$ cat config.mk
export PLATFORM = sky130hd
export DESIGN_NAME = parking_occupancy_counter
export DESIGN_NICKNAME = d
export VERILOG_FILES = /design/src/rtl/parking_occupancy_counter.sv
export SDC_FILE = /design/constraint.sdc
export NUM_CORES = 1
export LEC_CHECK = 0
export ABC_AREA = 1
export CAP_MARGIN = 40
export CORE_AREA = 2 2 39 41
export DETAILED_ROUTE_END_ITERATION = 10
export DIE_AREA = 0 0 41 43
export PLACE_DENSITY = 0.75
export SYNTH_ARGS = -nofsm -noshare
export SYNTH_HDL_FRONTEND = slang
export SYNTH_SLANG_ARGS = --single-unit
$ cat constraint.sdc
create_clock -name clk -period 1.9 [get_ports clk]
set_input_delay 0.285 -clock clk [delete_from_list [all_inputs] [get_ports clk]]
set_output_delay 0.285 -clock clk [all_outputs]
set_load 0.03 [all_outputs]
$ cat src/rtl/parking_occupancy_counter.sv
// Parking-lot occupancy counter: synchronizes entry/exit sensors, optionally debounces them
// (define PARKING_SENSOR_DEBOUNCE_EN), and keeps a saturating 0..15 occupancy count.
module parking_occupancy_counter #(
  parameter int unsigned DEBOUNCE_CYCLES = 4
) (
  input  logic       clk,
  input  logic       rst_n,
  input  logic       enter_sensor,
  input  logic       exit_sensor,
  output logic [3:0] fsm_state,
  output logic       full,
  output logic       empty,
  output logic       reject,
  output logic       underflow_err
);

  localparam logic [3:0] CNT_MAX = 4'd15;

  if (DEBOUNCE_CYCLES < 1 || DEBOUNCE_CYCLES > 255) begin : g_bad_debounce
    $error("DEBOUNCE_CYCLES must be in 1..255");
  end

  // Lane bit 0 is the entry sensor, bit 1 the exit sensor.
  logic [1:0] sync1_q, sync2_q;
  logic [1:0] filt;
  logic [1:0] prev_q;
  logic [1:0] rise;

  logic [3:0] cnt_q, cnt_d;
  logic       reject_q, reject_d;
  logic       underflow_q, underflow_d;

  // NOTE: sequential state uses non-blocking assignments so every flop samples pre-edge values.
  always_ff @(posedge clk or negedge rst_n) begin
    if (!rst_n) begin
      sync1_q <= '0;
      sync2_q <= '0;
    end else begin
      sync1_q <= {exit_sensor, enter_sensor};
      sync2_q <= sync1_q;
    end
  end

`ifdef PARKING_SENSOR_DEBOUNCE_EN
  localparam logic [7:0] DB_LAST = 8'(DEBOUNCE_CYCLES - 1);

  logic [1:0][7:0] db_cnt_q, db_cnt_d;
  logic [1:0]      filt_q, filt_d;

  // A level flips only after DEBOUNCE_CYCLES consecutive disagreeing samples.
  always_comb begin
    // NOTE: defaults first so no path through this block leaves a variable unassigned (no latches).
    db_cnt_d = db_cnt_q;
    filt_d   = filt_q;
    for (int i = 0; i < 2; i++) begin
      if (sync2_q[i] != filt_q[i]) begin
        if (db_cnt_q[i] == DB_LAST) begin
          filt_d[i]   = sync2_q[i];
          db_cnt_d[i] = '0;
        end else begin
          db_cnt_d[i] = db_cnt_q[i] + 8'd1;
        end
      end else begin
        db_cnt_d[i] = '0;
      end
    end
  end

  always_ff @(posedge clk or negedge rst_n) begin
    if (!rst_n) begin
      db_cnt_q <= '0;
      filt_q   <= '0;
    end else begin
      db_cnt_q <= db_cnt_d;
      filt_q   <= filt_d;
    end
  end

  assign filt = filt_q;
`else
  assign filt = sync2_q;
`endif

  // Clearing prev_q in reset makes a sensor held high through reset count as a fresh rise.
  always_ff @(posedge clk or negedge rst_n) begin
    if (!rst_n) prev_q <= '0;
    else        prev_q <= filt;
  end

  assign rise = filt & ~prev_q;

  always_comb begin
    cnt_d       = cnt_q;
    reject_d    = 1'b0;
    underflow_d = 1'b0;
    case (rise)
      2'b01: begin
        if (cnt_q == CNT_MAX) reject_d = 1'b1;
        else                  cnt_d    = cnt_q + 4'd1;
      end
      2'b10: begin
        if (cnt_q == 4'd0) underflow_d = 1'b1;
        else               cnt_d       = cnt_q - 4'd1;
      end
      default: ;
    endcase
  end

  // NOTE: every flop here is a plain register with async reset; there is no memory array to clear.
  always_ff @(posedge clk or negedge rst_n) begin
    if (!rst_n) begin
      cnt_q       <= '0;
      reject_q    <= 1'b0;
      underflow_q <= 1'b0;
    end else begin
      cnt_q       <= cnt_d;
      reject_q    <= reject_d;
      underflow_q <= underflow_d;
    end
  end

  assign fsm_state     = cnt_q;
  assign full          = (cnt_q == CNT_MAX);
  assign empty         = (cnt_q == 4'd0);
  assign reject        = reject_q;
  assign underflow_err = underflow_q;

endmodule

== Yosys cells after proc, flatten, opt, wreduce, memory -nomap -nowiden ==
Cells that the tools add are included.
Word-level totals
  output and inout port bits: 8
  logic and storage cells: 25
  bits of input ports: 4
  bits in registers: 12
Operators by class
  muxes and demuxes: 7
  $add $sub $neg: 2
  bitwise operators: 2
  reductions and logical operators: 3
  equality and inequality tests: 5
Operators with widths (number)
  two-way mux 4 bit: 2
  one-hot mux 4 bit (2 select lines): 1
  adder 4 x 1 -> 4 bit (second input constant): 1
  equality test 4 bit (second input constant): 1
  zero test 4 bit: 1
  two-way mux 1 bit: 4
  inequality test 2 bit (second input constant): 2
  subtractor 4 x 1 -> 4 bit (second input constant): 1
  AND reduction 3 bit: 1
  bitwise AND 2 bit: 1
  equality test 2 x 1 -> 1 bit (second input constant): 1
  equality test 2 bit (second input constant): 1
  NOT 2 bit: 1
  nonzero test 2 bit: 1

== Depth between registers and ports, before layout ==
  word-level depth: 5
  depth in mapped cells: 11
  gate-level depth less buffers: 11

== Worst setup path after synthesis ==
Ideal clock, no wire load.
  kind: register to register
  start point: register cnt_q[1] (netlist: fsm_state[1])
  end point: register cnt_q[2] (netlist: fsm_state[2])
  arrival time: 1.331 ns
  data required time: 1.823 ns
  period minus slack after synthesis: 1.409 ns
  library setup time: 0.077 ns
  setup slack: 0.491 ns
  stages on the path, launching flop included: 9
  buffers on the path: 0
  cell sequence: dfrtp_1 > nand3_1 > nand2_1 > inv_2 > ha_1 > inv_1 > nand2_1 > xor2_1 > a21oi_1
On the way
  word-level cells in the longest chain between the ends: 3
  elaborated cells between the ends (all ways): 10
  those cells by class: add/sub (2); eq/ne (3); mux (3); reduce/logical (2)
Ends and longest elaborated chain
  from (decl): line 29  | logic [3:0] cnt_q, cnt_d;
  from (signal assigned): line 116  | cnt_q <= cnt_d;
  subtractor 4 x 1 -> 4 bit, or another cell as far along: line 103  | else cnt_d = cnt_q - 4'd1;
  two-way mux 4 bit, or another cell as far along: line 102  | if (cnt_q == 4'd0) underflow_d = 1'b1;
  one-hot mux 4 bit (2 select lines) or AND reduction 3 bit (tied branches)
Several ways; a longest one is shown, not always the timed one. The select of a mux whose other input is x is not followed.
A chain may end at the register's enable or synchronous reset.

== Final worst setup path ==
  start point: register cnt_q[0] (netlist: fsm_state[0])
  end point: output port empty
On the way
  word-level cells in the longest chain between the ends: 1
Ends and longest elaborated chain
  zero test 4 bit: line 124  | assign empty = (cnt_q == 4'd0);
  to (decl): line 12  | output logic empty,
Every way passes these cells.

==> metrics <==
status=completed; number of buffers created by CTS=3; Final Hold Fails=0; worst path arrival time=1.46 ns; die area=0.00176 mm^2; Crit. End Element=output port; GRT Total Usage=0.149; Post-Synth XOR/XNOR Area=0.0469; io pins=12; Worst Path Required=1.62 ns; Adder-Cell Fraction of Synth Area=0.0223; cts hold-fix bufs=0; dpl hpwl=757 um; worst-path cell chain=inv_1, nand4_1, inv_1, dlygate4sd2_1; Filler cells=136; DRC=0; largest net degree at the start of global routing=13; WHS=0.347 ns; Die Y=43 um; synthesis-to-layout area growth=29.2%; ys flop type=dfrtp_1; Final Setup Violations=0; crit start category=register; most numerous cell on the critical path=inv_1; Initial Utilization=0.405; per-cell routed wire length=10.9 um; Largest stage delay, worst path=0.44 ns; H-tree depth=1; share of layout cells above drive strength 1=0.200; Slew @ Worst Pin=0.519 ns; vias in the first global route=423; Final Skew=0.00456 ns; Yosys Warn Count=0; gr ovfl total=0; Worst Path Buf+Inv=3; Buffers on Ports=11; CTS tree=done; Final ANT Viol Nets=0; Net count, final=81; GPL Wtd Cong=0.796; final period utilization=0.921; DR vias/cell=4.63; first-pass GRT wire length=1.75 mm; Mapped Area=561 um^2; slowest CP cell=dfrtp_1; asr flop ratio synth=1.00; Post-Syn Area per Cell=9.34 um^2; Worst R2R Setup Slack=0.42 ns; Yosys top cell area share=0.536; largest family of logic cells by synthesized area=simple AND/OR/NAND/NOR gates; Chip Width=41 um; mux contribution to synthesized area=0; min cycle time layout=1.75 ns; total of max-cap violations=0; Fmax=572 MHz; Post-Synthesis Cells=60; initial antenna violation count=0; EDFF count, synth=0; clk_lat worst skew=0.28 ns; DRT Pass-1 Iters=4; delay-heaviest family, CP=buffers and inverters; DRT iter0 DRCs=11; main area contributors after synthesis=dfrtp_1 54%, inv_1 6.0%, nand2_2 5.6%; VDD IR-drop max=0.000583 V; Max clock buf depth=2; RSZ-0062 raised after global routing=false; sum of negative setup slack=0 ns; Post-Synth Simple-Gate Area=0.279; post-synthesis sequential area ratio=0.536; via count=421; flops & latches, synth=12; Yosys cell types=18; Ant. Diodes=0; Power Density=1440 mW/mm^2; Synth area leader=dfrtp_1; hold crit path type=input pin to async pin; Static Leak=0.000380 uW; fin util=0.524; slew margin rel.=0.653; crit path kind=register to output port; clock sink total=12; Worst Path Max Fanout=6; clock root buffer=clkbuf_4; core footprint=0.00138 mm^2; CTS clk-pin slew, worst paths=0.08 ns; final WL=990 um; post-synth net total=65; row count=14; Max Slew Vio Count=0; post-synthesis compound-gate area fraction=0.0357
==> placed cells by master (no fill, tap or decap), drive strengths merged <==
master	n
nor2	5
ha	1
o21ai	3
clkinv	1
nand2	14
xor2	3
nand3	6
a21oi	1
inv	11
nor3	1
clkdlybuf4s50	9
dfrtp	12
nand4	2
clkbuf	4
dlygate4sd2	2
==> worst reg2reg max path, delay by kind of cell (launching register included) <==
family | cells | cell delay (ns)
adders and majority gates | 1 | 0.17
buffers and inverters | 2 | 0.09
AOI/OAI and AO/OA | 1 | 0.11
xor gates and xnor gates | 1 | 0.16
DFF | 1 | 0.40
and+or+nand+nor | 4 | 0.49
==> layout make-up <==
cell class / instances / area, um^2 / area share
flip-flops and latches: 12 / 300 / 0.415
multi-input cells: 36 / 215 / 0.297
repair buffers: 11 / 108 / 0.149
inverters: 12 / 45.0 / 0.0622
clock buffers: 4 / 36.3 / 0.0501
well taps: 16 / 20.0 / 0.0276
==> cell families after synthesis <==
| kind of cell | after synthesis |
|---|---|
| buffers and inverters | 12 |
| AND/OR/NAND/NOR | 28 |
| XOR/XNOR | 3 |
| adder cells (fa/ha/maj) | 1 |
| flip-flops | 12 |
| AO/OA/AOI/OAI | 4 |
==> state kept, by name, indices dropped and copies added (netlist names) <==
| register | cells |
|---|---|
| fsm_state | 4 |
| filt | 2 |
| prev_q | 2 |
| sync1_q | 2 |
| reject | 1 |
| underflow_err | 1 |
==> cells in the mapped netlist, types with 2 or more instances <==
cell type	count
inv_1	9
nand2_1	7
nand4_1	2
o21ai_1	2
inv_2	2
dfrtp_1	12
nand2_2	5
nand3_1	6
nand2_4	2
xor2_1	3
nor2_1	3
==> power breakdown <==
part | internal (uW) | switching (uW)
logic | 183 | 285
registers | 306 | 67.2
clock network | 117 | 85.6
==> worst paths after layout <==
| kind | from | end | cells after the start |
|---|---|---|---|
| min in group clk | sync1_q[0]$_DFF_PN0_ | filt[0]$_DFF_PN0_ | 0 |
| max in group asynchronous | rst_n | sync1_q[1]$_DFF_PN0_ | 1 |
| worst max register to register | prev_q[1]$_DFF_PN0_ | fsm_state[2]$_DFFE_PN0P_ | 9 |
| worst max-delay path | fsm_state[0]$_DFFE_PN0P_ | empty | 4 |
| worst min-delay path | rst_n | reject$_DFF_PN0_ | 1 |
| worst min register to register | sync1_q[0]$_DFF_PN0_ | filt[0]$_DFF_PN0_ | 0 |
==> routing by layer <==
metal  global-route usage  vias up  wire, um
met3               0.0314        2        68
met1                0.192      190       399
li1                     -      216         -
met4               0.0600        0         7
met2                0.231       13       513
met5                    0        -         0
==> metrics by stage <==
| step | instance area [um^2] | total power, uW | setup WS, ns | instances |
|---|---|---|---|---|
| after floorplan | 561 | 686 | 0.491 | 60 |
| after global placement | 691 | 839 | 0.207 | 87 |
| after detailed placement | 691 | 853 | 0.175 | 87 |
| after CTS | 724 | 1050 | 0.136 | 91 |
| after global routing | 724 | 1130 | 0.0219 | 91 |
| final | 724 | 1040 | 0.151 | 91 |
==> what timing repair did <==
action	CTS	global route
buffers inserted	0	0
setup endpoints to repair	2	0
resized for setup	2	0
(Power assumes the default switching activity.)
